**src/rtl/npu_conv_pkg.sv**
```systemverilog
// ============================================================================
// Module   : npu_conv_pkg
// Brief    : Shared types and constants for the 3x3 convolution sequencer.
// Revision : 1.0 - initial release
// ============================================================================
`default_nettype none

package npu_conv_pkg;

  localparam int KERNEL = 3;

  typedef enum logic [1:0] {
    IDLE   = 2'd0,
    STREAM = 2'd1,
    DRAIN  = 2'd2
  } state_t;

  // Counter width able to hold 0..n-1, never narrower than one bit.
  function automatic int cnt_w(input int n);
    return (n <= 2) ? 1 : $clog2(n);
  endfunction

endpackage

`default_nettype wire

```
**src/rtl/conv_addr_gen.sv**
```systemverilog
// ============================================================================
// Module   : conv_addr_gen
// Brief    : Raster (row, col) walker with three incremental row-base
//            accumulators producing the window's three read addresses.
// Revision : 1.0 - initial release
// ============================================================================
`default_nettype none

module conv_addr_gen
  import npu_conv_pkg::*;
#(
  parameter int IMG_W  = 8,
  parameter int IMG_H  = 8,
  parameter int ADDR_W = 16
) (
  input  logic                       clk,
  input  logic                       rst,
  input  logic                       load,
  input  logic [ADDR_W-1:0]          base_addr,
  input  logic                       step,
  output logic [cnt_w(IMG_H)-1:0]    row,
  output logic [cnt_w(IMG_W)-1:0]    col,
  output logic [ADDR_W-1:0]          addr_r1,
  output logic [ADDR_W-1:0]          addr_r2,
  output logic [ADDR_W-1:0]          addr_r3,
  output logic                       last
);

  localparam int c_col_w = cnt_w(IMG_W);
  localparam int c_row_w = cnt_w(IMG_H);
  localparam logic [ADDR_W-1:0]  c_stride   = ADDR_W'(IMG_W);
  localparam logic [ADDR_W-1:0]  c_stride2  = ADDR_W'(2 * IMG_W);
  localparam logic [c_col_w-1:0] c_last_col = c_col_w'(IMG_W - 1);
  localparam logic [c_row_w-1:0] c_last_row = c_row_w'(IMG_H - KERNEL);

  logic [c_row_w-1:0] r_row;
  logic [c_col_w-1:0] r_col;
  logic [ADDR_W-1:0]  r_base1, r_base2, r_base3;

  // Row bases advance by one stride per row; the additions wrap modulo 2^ADDR_W.
  always_ff @(posedge clk or posedge rst) begin
    if (rst) begin
      r_row   <= '0;
      r_col   <= '0;
      r_base1 <= '0;
      r_base2 <= '0;
      r_base3 <= '0;
    end else if (load) begin
      r_row   <= '0;
      r_col   <= '0;
      r_base1 <= base_addr;
      r_base2 <= base_addr + c_stride;
      r_base3 <= base_addr + c_stride2;
    end else if (step) begin
      if (r_col == c_last_col) begin
        r_col   <= '0;
        r_row   <= r_row + 1'b1;
        r_base1 <= r_base1 + c_stride;
        r_base2 <= r_base2 + c_stride;
        r_base3 <= r_base3 + c_stride;
      end else begin
        r_col <= r_col + 1'b1;
      end
    end
  end

  assign row     = r_row;
  assign col     = r_col;
  assign addr_r1 = r_base1 + ADDR_W'(r_col);
  assign addr_r2 = r_base2 + ADDR_W'(r_col);
  assign addr_r3 = r_base3 + ADDR_W'(r_col);
  assign last    = (r_row == c_last_row) && (r_col == c_last_col);

endmodule

`default_nettype wire

```
**src/rtl/conv_window_ctrl.sv**
```systemverilog
// ============================================================================
// Module   : conv_window_ctrl
// Brief    : Frame sequencer for the 3x3 convolution line buffer: issues
//            pixel reads, drives line-buffer strobes, reports windows.
// Revision : 1.0 - initial release
// ============================================================================
`default_nettype none

module conv_window_ctrl
  import npu_conv_pkg::*;
#(
  parameter int IMG_W  = 8,
  parameter int IMG_H  = 8,
  parameter int ADDR_W = 16
) (
  input  logic                       clk,
  input  logic                       rst,
  input  logic                       start,
  input  logic [ADDR_W-1:0]          base_addr,
  input  logic                       stall,
  output logic                       busy,
  output logic                       done,
  output logic                       mem_rd_en,
  output logic [ADDR_W-1:0]          mem_addr_r1,
  output logic [ADDR_W-1:0]          mem_addr_r2,
  output logic [ADDR_W-1:0]          mem_addr_r3,
  output logic                       lb_wr_en,
  output logic                       lb_shift,
  output logic                       win_valid,
  output logic [$clog2(IMG_H)-1:0]   win_row,
  output logic [$clog2(IMG_W)-1:0]   win_col
);

  localparam int c_col_w = cnt_w(IMG_W);
  localparam int c_row_w = cnt_w(IMG_H);
  localparam logic [c_col_w-1:0] c_first_win_col = c_col_w'(KERNEL - 1);

  if (IMG_W < KERNEL) begin : g_chk_img_w
    $error("conv_window_ctrl: IMG_W must be at least 3");
  end
  if (IMG_H < KERNEL) begin : g_chk_img_h
    $error("conv_window_ctrl: IMG_H must be at least 3");
  end

  state_t             r_state, w_state_nxt;
  logic               w_rd, w_load, w_last;
  logic [c_row_w-1:0] w_row;
  logic [c_col_w-1:0] w_col;

  logic               r_lb_wr, r_s1_last;
  logic [c_row_w-1:0] r_s1_row;
  logic [c_col_w-1:0] r_s1_col;
  logic               r_win_valid, r_done;
  logic [c_row_w-1:0] r_win_row;
  logic [c_col_w-1:0] r_win_col;

  conv_addr_gen #(
    .IMG_W  (IMG_W),
    .IMG_H  (IMG_H),
    .ADDR_W (ADDR_W)
  ) u_addr_gen (
    .clk       (clk),
    .rst       (rst),
    .load      (w_load),
    .base_addr (base_addr),
    .step      (w_rd),
    .row       (w_row),
    .col       (w_col),
    .addr_r1   (mem_addr_r1),
    .addr_r2   (mem_addr_r2),
    .addr_r3   (mem_addr_r3),
    .last      (w_last)
  );

  always_ff @(posedge clk or posedge rst) begin
    if (rst) r_state <= IDLE;
    else     r_state <= w_state_nxt;
  end

  always_comb begin
    w_state_nxt = r_state;
    w_rd        = 1'b0;
    w_load      = 1'b0;
    case (r_state)
      IDLE: begin
        if (start) begin
          w_load      = 1'b1;
          w_state_nxt = STREAM;
        end
      end
      STREAM: begin
        if (!stall) begin
          w_rd = 1'b1;
          if (w_last) w_state_nxt = DRAIN;
        end
      end
      // Reads are finished; wait for the final window to leave the pipeline.
      DRAIN: begin
        if (r_done) w_state_nxt = IDLE;
      end
      default: w_state_nxt = IDLE;
    endcase
  end

  always_ff @(posedge clk or posedge rst) begin
    if (rst) begin
      r_lb_wr     <= 1'b0;
      r_s1_last   <= 1'b0;
      r_s1_row    <= '0;
      r_s1_col    <= '0;
      r_win_valid <= 1'b0;
      r_done      <= 1'b0;
      r_win_row   <= '0;
      r_win_col   <= '0;
    end else begin
      r_lb_wr     <= w_rd;
      r_s1_last   <= w_rd && w_last;
      r_s1_row    <= w_row;
      r_s1_col    <= w_col;
      // Columns 0 and 1 only prime the line buffer and never form a window.
      r_win_valid <= r_lb_wr && (r_s1_col >= c_first_win_col);
      r_done      <= r_lb_wr && r_s1_last;
      if (r_lb_wr && (r_s1_col >= c_first_win_col)) begin
        r_win_row <= r_s1_row;
        r_win_col <= r_s1_col - c_first_win_col;
      end
    end
  end

  assign busy      = (r_state != IDLE);
  assign done      = r_done;
  assign mem_rd_en = w_rd;
  assign lb_wr_en  = r_lb_wr;
  assign lb_shift  = r_lb_wr;
  assign win_valid = r_win_valid;
  assign win_row   = r_win_row;
  assign win_col   = r_win_col;

endmodule

`default_nettype wire

```
**config.mk**
```make
export PLATFORM = sky130hd
export DESIGN_NAME = conv_window_ctrl
export DESIGN_NICKNAME = d
export VERILOG_FILES = /design/src/rtl/npu_conv_pkg.sv /design/src/rtl/conv_addr_gen.sv /design/src/rtl/conv_window_ctrl.sv
export SDC_FILE = /design/constraint.sdc
export NUM_CORES = 1
export LEC_CHECK = 0
export CAP_MARGIN = 20
export CORE_UTILIZATION = 55
export CTS_CLUSTER_SIZE = 12
export DETAILED_ROUTE_END_ITERATION = 8
export PLACE_DENSITY = 0.93
export SLEW_MARGIN = 25
export SYNTH_ARGS = -nofsm -noshare
export SYNTH_HDL_FRONTEND = slang
export SYNTH_SLANG_ARGS = --single-unit
export TNS_END_PERCENT = 50
```
**constraint.sdc**
```tcl
create_clock -name clk -period 6.61 [get_ports clk]
set_input_delay 1.983 -clock clk [delete_from_list [all_inputs] [get_ports clk]]
set_output_delay 1.983 -clock clk [all_outputs]
set_load 0.05 [all_outputs]
```
Word-level counts from Yosys, hierarchy flattened
Cells that the tools add are included.
{"block": "word_totals", "reg_bits": 72, "inputBits": 20, "output_inout_bits": 60, "elab_cells": 68}
{"block": "classes", "add_sub_neg": 11, "order_cmp": 1, "n_eq_ne": 8, "muxes": 24, "n_reduce_logical": 10}
{"operator": "$mux 16", "count": 9}
{"operator": "$add 16x4->16 const B", "count": 4}
{"operator": "$add 16x3->16", "count": 3}
{"operator": "$mux 3", "count": 6}
{"operator": "$add 16x5->16 const B", "count": 1}
{"operator": "$mux 2", "count": 4}
{"operator": "$ne 2x2->1 const B", "count": 4}
{"operator": "$add 3x1->3 const B", "count": 2}
{"operator": "$eq 3x3->1 const B", "count": 2}
{"operator": "$pmux 2 s3", "count": 1}
{"operator": "$reduce_bool 2->1", "count": 3}
{"operator": "$logic_and 1x1->1", "count": 4}
{"operator": "$mux 1", "count": 4}
{"operator": "$reduce_and 4->1", "count": 1}
{"operator": "$ge 3x2->1 const B", "count": 1}
{"operator": "$sub 3x2->3 const B", "count": 1}
{"operator": "$eq 2x1->1 const B", "count": 1}
{"operator": "$eq 2x2->1 const B", "count": 1}
{"operator": "$logic_not 2->1", "count": 1}
{"operator": "$reduce_and 2->1", "count": 1}

Logic depth before layout (Yosys ltp)
{"block": "logic_depth", "word_depth": 5, "ltp_mapped": 11, "mapped_depth_nobuf": 8}

Hierarchy
A second synthesis with hierarchy kept.
{"block": "hier_totals", "cells_unflattened": 501, "hier_area_um2": 4604.4}
{"module": "conv_addr_gen", "n_inst": 1, "cells_per_inst": 458, "area_per_inst_um2": 3940.0}
{"module": "conv_window_ctrl", "n_inst": 1, "cells_per_inst": 43, "area_per_inst_um2": 664.4}

Worst setup path before layout
No wires, ideal clock.
{"block": "synth_timing", "path_type": "input -> output", "start": "input stall", "end": "output mem_rd_en", "t_arrival_ns": 2.583, "required_time_ns": 4.627, "setup_slack_ns": 2.044, "stages": 3, "n_path_buf": 0, "path_cell_list": "nor2b_1 > nand2_1 > inv_1"}
{"block": "synth_via", "elab_chain_len": 2}
{"element": "from (decl)", "line": "conv_window_ctrl.sv:20", "rtl": "input logic stall,"}
{"element": "$mux 1", "line": "conv_window_ctrl.sv:92", "rtl": "if (!stall) begin"}
{"element": "$mux 1", "line": "conv_window_ctrl.sv:84", "rtl": "case (r_state)"}
{"element": "to (decl)", "line": "conv_window_ctrl.sv:23", "rtl": "output logic mem_rd_en,"}
Every way passes these cells.

Worst setup path in the final report
Ends and elaborated chain as after synthesis.

==> flow_summary.ini <==
[status]
status = finished, final reports clean

[power]
clkPwrFrac_pct = 16.9
sw_frac_of_total_pct = 48.7
seq_power_share_pct = 29.3
power_frac_comb_pct = 53.7
p_leak_nw = 2.28
p_per_area_nw_per_um2 = 433
p_int_w = 0.00121
p_switching_w = 0.00115
irDropWorstVdd_mv = 0.283

[worst_setup_path]
crit_top_cell = clkdlybuf4s50_1
reg2reg_slack_ns = 3.65
cp_top_family = buffers and inverters
crit_chain = clkdlybuf4s50_1 > nor2b_1 > nand2_1 > inv_1 > clkdlybuf4s50_1
cpMaxStageDelayCell = clkdlybuf4s50_1
crit_path_max_fanout = 5
crit_path_max_incr_delay_ns = 0.82
criticalPathCategory = in2out
endpoint_kind = primary output
arrival_ns = 3.75
worst-path-buf-inv = 3
timing.critical_path.required_ns = 4.63
startpoint_type = input pin

[min_path]
hold_path.class = reg2reg

[global_route]
grt_pass1_vias = 3716
grt_first_pass_wirelength_mm = 17.8
grt_max_degree = 70
grtUsageTotal_pct = 27.1
antenna_found_initial = 0
grt_overflow_total = 0

[logic_synthesis]
synth_compound_area_share_pct = 8.68
synth.area.mux_share_pct = 3.35
synthTopCellsByCount = nand2_1, dfrtp_1, xnor2_1, xor2_1, nor2_1
yosys.area_share.adder_pct = 5.13
syn_area_um2 = 4440
synth-xor-area-share_pct = 17.4
ys_seq_elements = 69
synth_cells = 500
synth_area_leader_cell = dfrtp_1
synth_warnings = 0
avgSynthCellArea_um2 = 8.88
async_flop_share_pct = 100
synth_most_common_cell = nand2_1
yosys-top-cells-area = dfrtp_1, xnor2_1, xor2_1, nand2_1, ha_1
yosys.area_share.simple_pct = 21.8
ys_seq_area_share_pct = 38.9
synth-edff-count = 0
synth_top_family_by_area = simple AND/OR/NAND/NOR gates
synth_cell_types = 46
synth_top_area_share_pct = 38.9
syn_nets = 537
ys.flop_type = dfrtp_1

[timing]
setup_viol = 0
max_freq_ghz = 0.174
grt_setup_unrepaired = no
slew_headroom_pct = 41.8
worst_slack_ns = 0.873
tightest_slew_ns = 0.874
fin_crit_sh_pct = 86.8
clock_skew_ns = 0.0119
tns_ns = 0
hold_violations = 0
slew_violations = 0
finalCriticalPeriod_ns = 5.74

[floorplanning]
io_pins = 80
rows = 32
coreArea_um2 = 7770
die_area_um2 = 8430
chipWidth_um = 91.8
start_util_pct = 57.1
dieHeight_um = 91.8

[drt]
vias = 3814
detail-route-antenna-nets = 0
routed_via_density = 5.73
drcViolationCount = 0
post_drt_wl_per_cell_um = 16.2
wl_mm = 10.8
drtIter0Drc = 259
drtPass1Iterations = 5

[clock_tree]
post_cts_resized = 0
post-cts-setup-buffer-count = 0
cts-buffers-inserted = 9
hold_buffers = 0
clk_path_buf_depth = 2
clk_latency_ns = 0.36
clk_pin_slew_ns = 0.08
cts_tree = built
htreeDepth = 3
clock-root-buffer = clkbuf_8
cts.sinks = 69

[placement]
place_congestion = 0.890
hpwlAfterDp_mm = 7.70
pre_cts_ws_ns = 0.882
port_buffers = 79

[run]
maxCapViolCount = 0

[finish]
antenna-diode-count = 0
nets = 596
fillers = 583
drive_gt1_share_pct = 6.03
area_growth_pct = 23.3
## flip-flops by register name (all words and copies together) (netlist names)
register and count:
u_addr_gen.r_base1 15, u_addr_gen.r_base2 16, r_s1_col 3, lb_shift 1, win_col 3, r_s1_row 3, done 1, win_valid 1
u_addr_gen.r_base3 14, r_s1_last 1, u_addr_gen.row 3, r_state 2, u_addr_gen.col 3, win_row 3
## metal layers
metal	global-route usage [%]	vias up	wire [µm]
met5	0	-	0
met4	12.4	0	290
met3	4.06	25	655
met2	45.9	164	5270
met1	34.3	1820	4560
li1	-	1805	-
## power by group through the flow
stage	Clock (W)	Sequential [W]	Combinational, W
final	0.000401	0.000695	0.00127
after global placement	0	0.000685	0.00124
after global routing	0.000423	0.000712	0.00135
after CTS	0.000403	0.000690	0.00128
after floorplan	0	0.000694	0.000888
after detailed placement	0	0.000696	0.00127
## cell type report
type / count / area [µm²] / share of cell area [%]
Sequential cell: 69 / 1730 / 31.6
Clock inverter: 6 / 93.8 / 1.72
Tap cell: 102 / 128 / 2.33
Multi-Input combinational cell: 381 / 2510 / 45.9
Inverter: 16 / 60.1 / 1.10
Clock buffer: 10 / 138 / 2.52
Timing Repair Buffer: 82 / 813 / 14.9
## stage by stage
step                util (%)  area (µm²)  std cells  hold WS (ns)  power, W
CTS                     70.4        5470        666         0.431   0.00237
global route            70.4        5470        666         0.452   0.00248
floorplan                  -        4440        500         0.392   0.00158
global placement        67.4        5240        650         0.406   0.00192
finish                  70.4        5470        666         0.433   0.00237
detailed placement      67.4        5240        650         0.412   0.00197
## cells by family (layout without fill, tap and decap cells)
family | count (synthesis) | count (layout)
buffers and inverters | 50 | 114
XOR/XNOR | 88 | 88
flip-flops | 69 | 69
AND/OR/NAND/NOR | 198 | 198
multiplexers | 14 | 14
adder cells (fa/ha/maj) | 17 | 17
AO/OA/AOI/OAI | 64 | 64
## worst reg2reg max path: stages, from the launching register on
cell       delay (ns)
dfrtp_1          0.53
ha_1             0.21
ha_1             0.22
nand4bb_1        0.65
nor4_1           0.77
and2b_1          0.22
xnor2_1          0.12
mux2i_1          0.09
## cells in the final DEF (no fill, tap or decap), drive strengths merged, types with 8 or more instances in the layout
master / Yosys / final
a21oi: 13 / 13
and3: 8 / 8
clkbuf: 22 / 10
clkdlybuf4s50: 0 / 79
dfrtp: 69 / 69
ha: 15 / 15
inv: 16 / 17
nand2: 72 / 72
nand3: 30 / 30
nand4: 14 / 14
nor2: 33 / 33
nor3: 9 / 9
o21ai: 27 / 27
xnor2: 49 / 49
xor2: 39 / 39
## path summary, 6_finish.rpt
check                                               from                                 end  depth (start not counted)
max                                                stall                           mem_rd_en                          5
min                        u_addr_gen.row[2]$_DFFE_PP0P_               r_s1_row[2]$_DFF_PP0_                          0
max reg2reg                u_addr_gen.col[1]$_DFFE_PP0P_  u_addr_gen.r_base3[14]$_DFFE_PP0P_                          7
min reg2reg                u_addr_gen.row[2]$_DFFE_PP0P_               r_s1_row[2]$_DFF_PP0_                          0
max in group asynchronous                            rst  u_addr_gen.r_base3[10]$_DFFE_PP0P_                          3
min in group asynchronous                            rst  u_addr_gen.r_base2[15]$_DFFE_PP0P_                          3
Note: power is estimated with default switching activity, not from simulation.
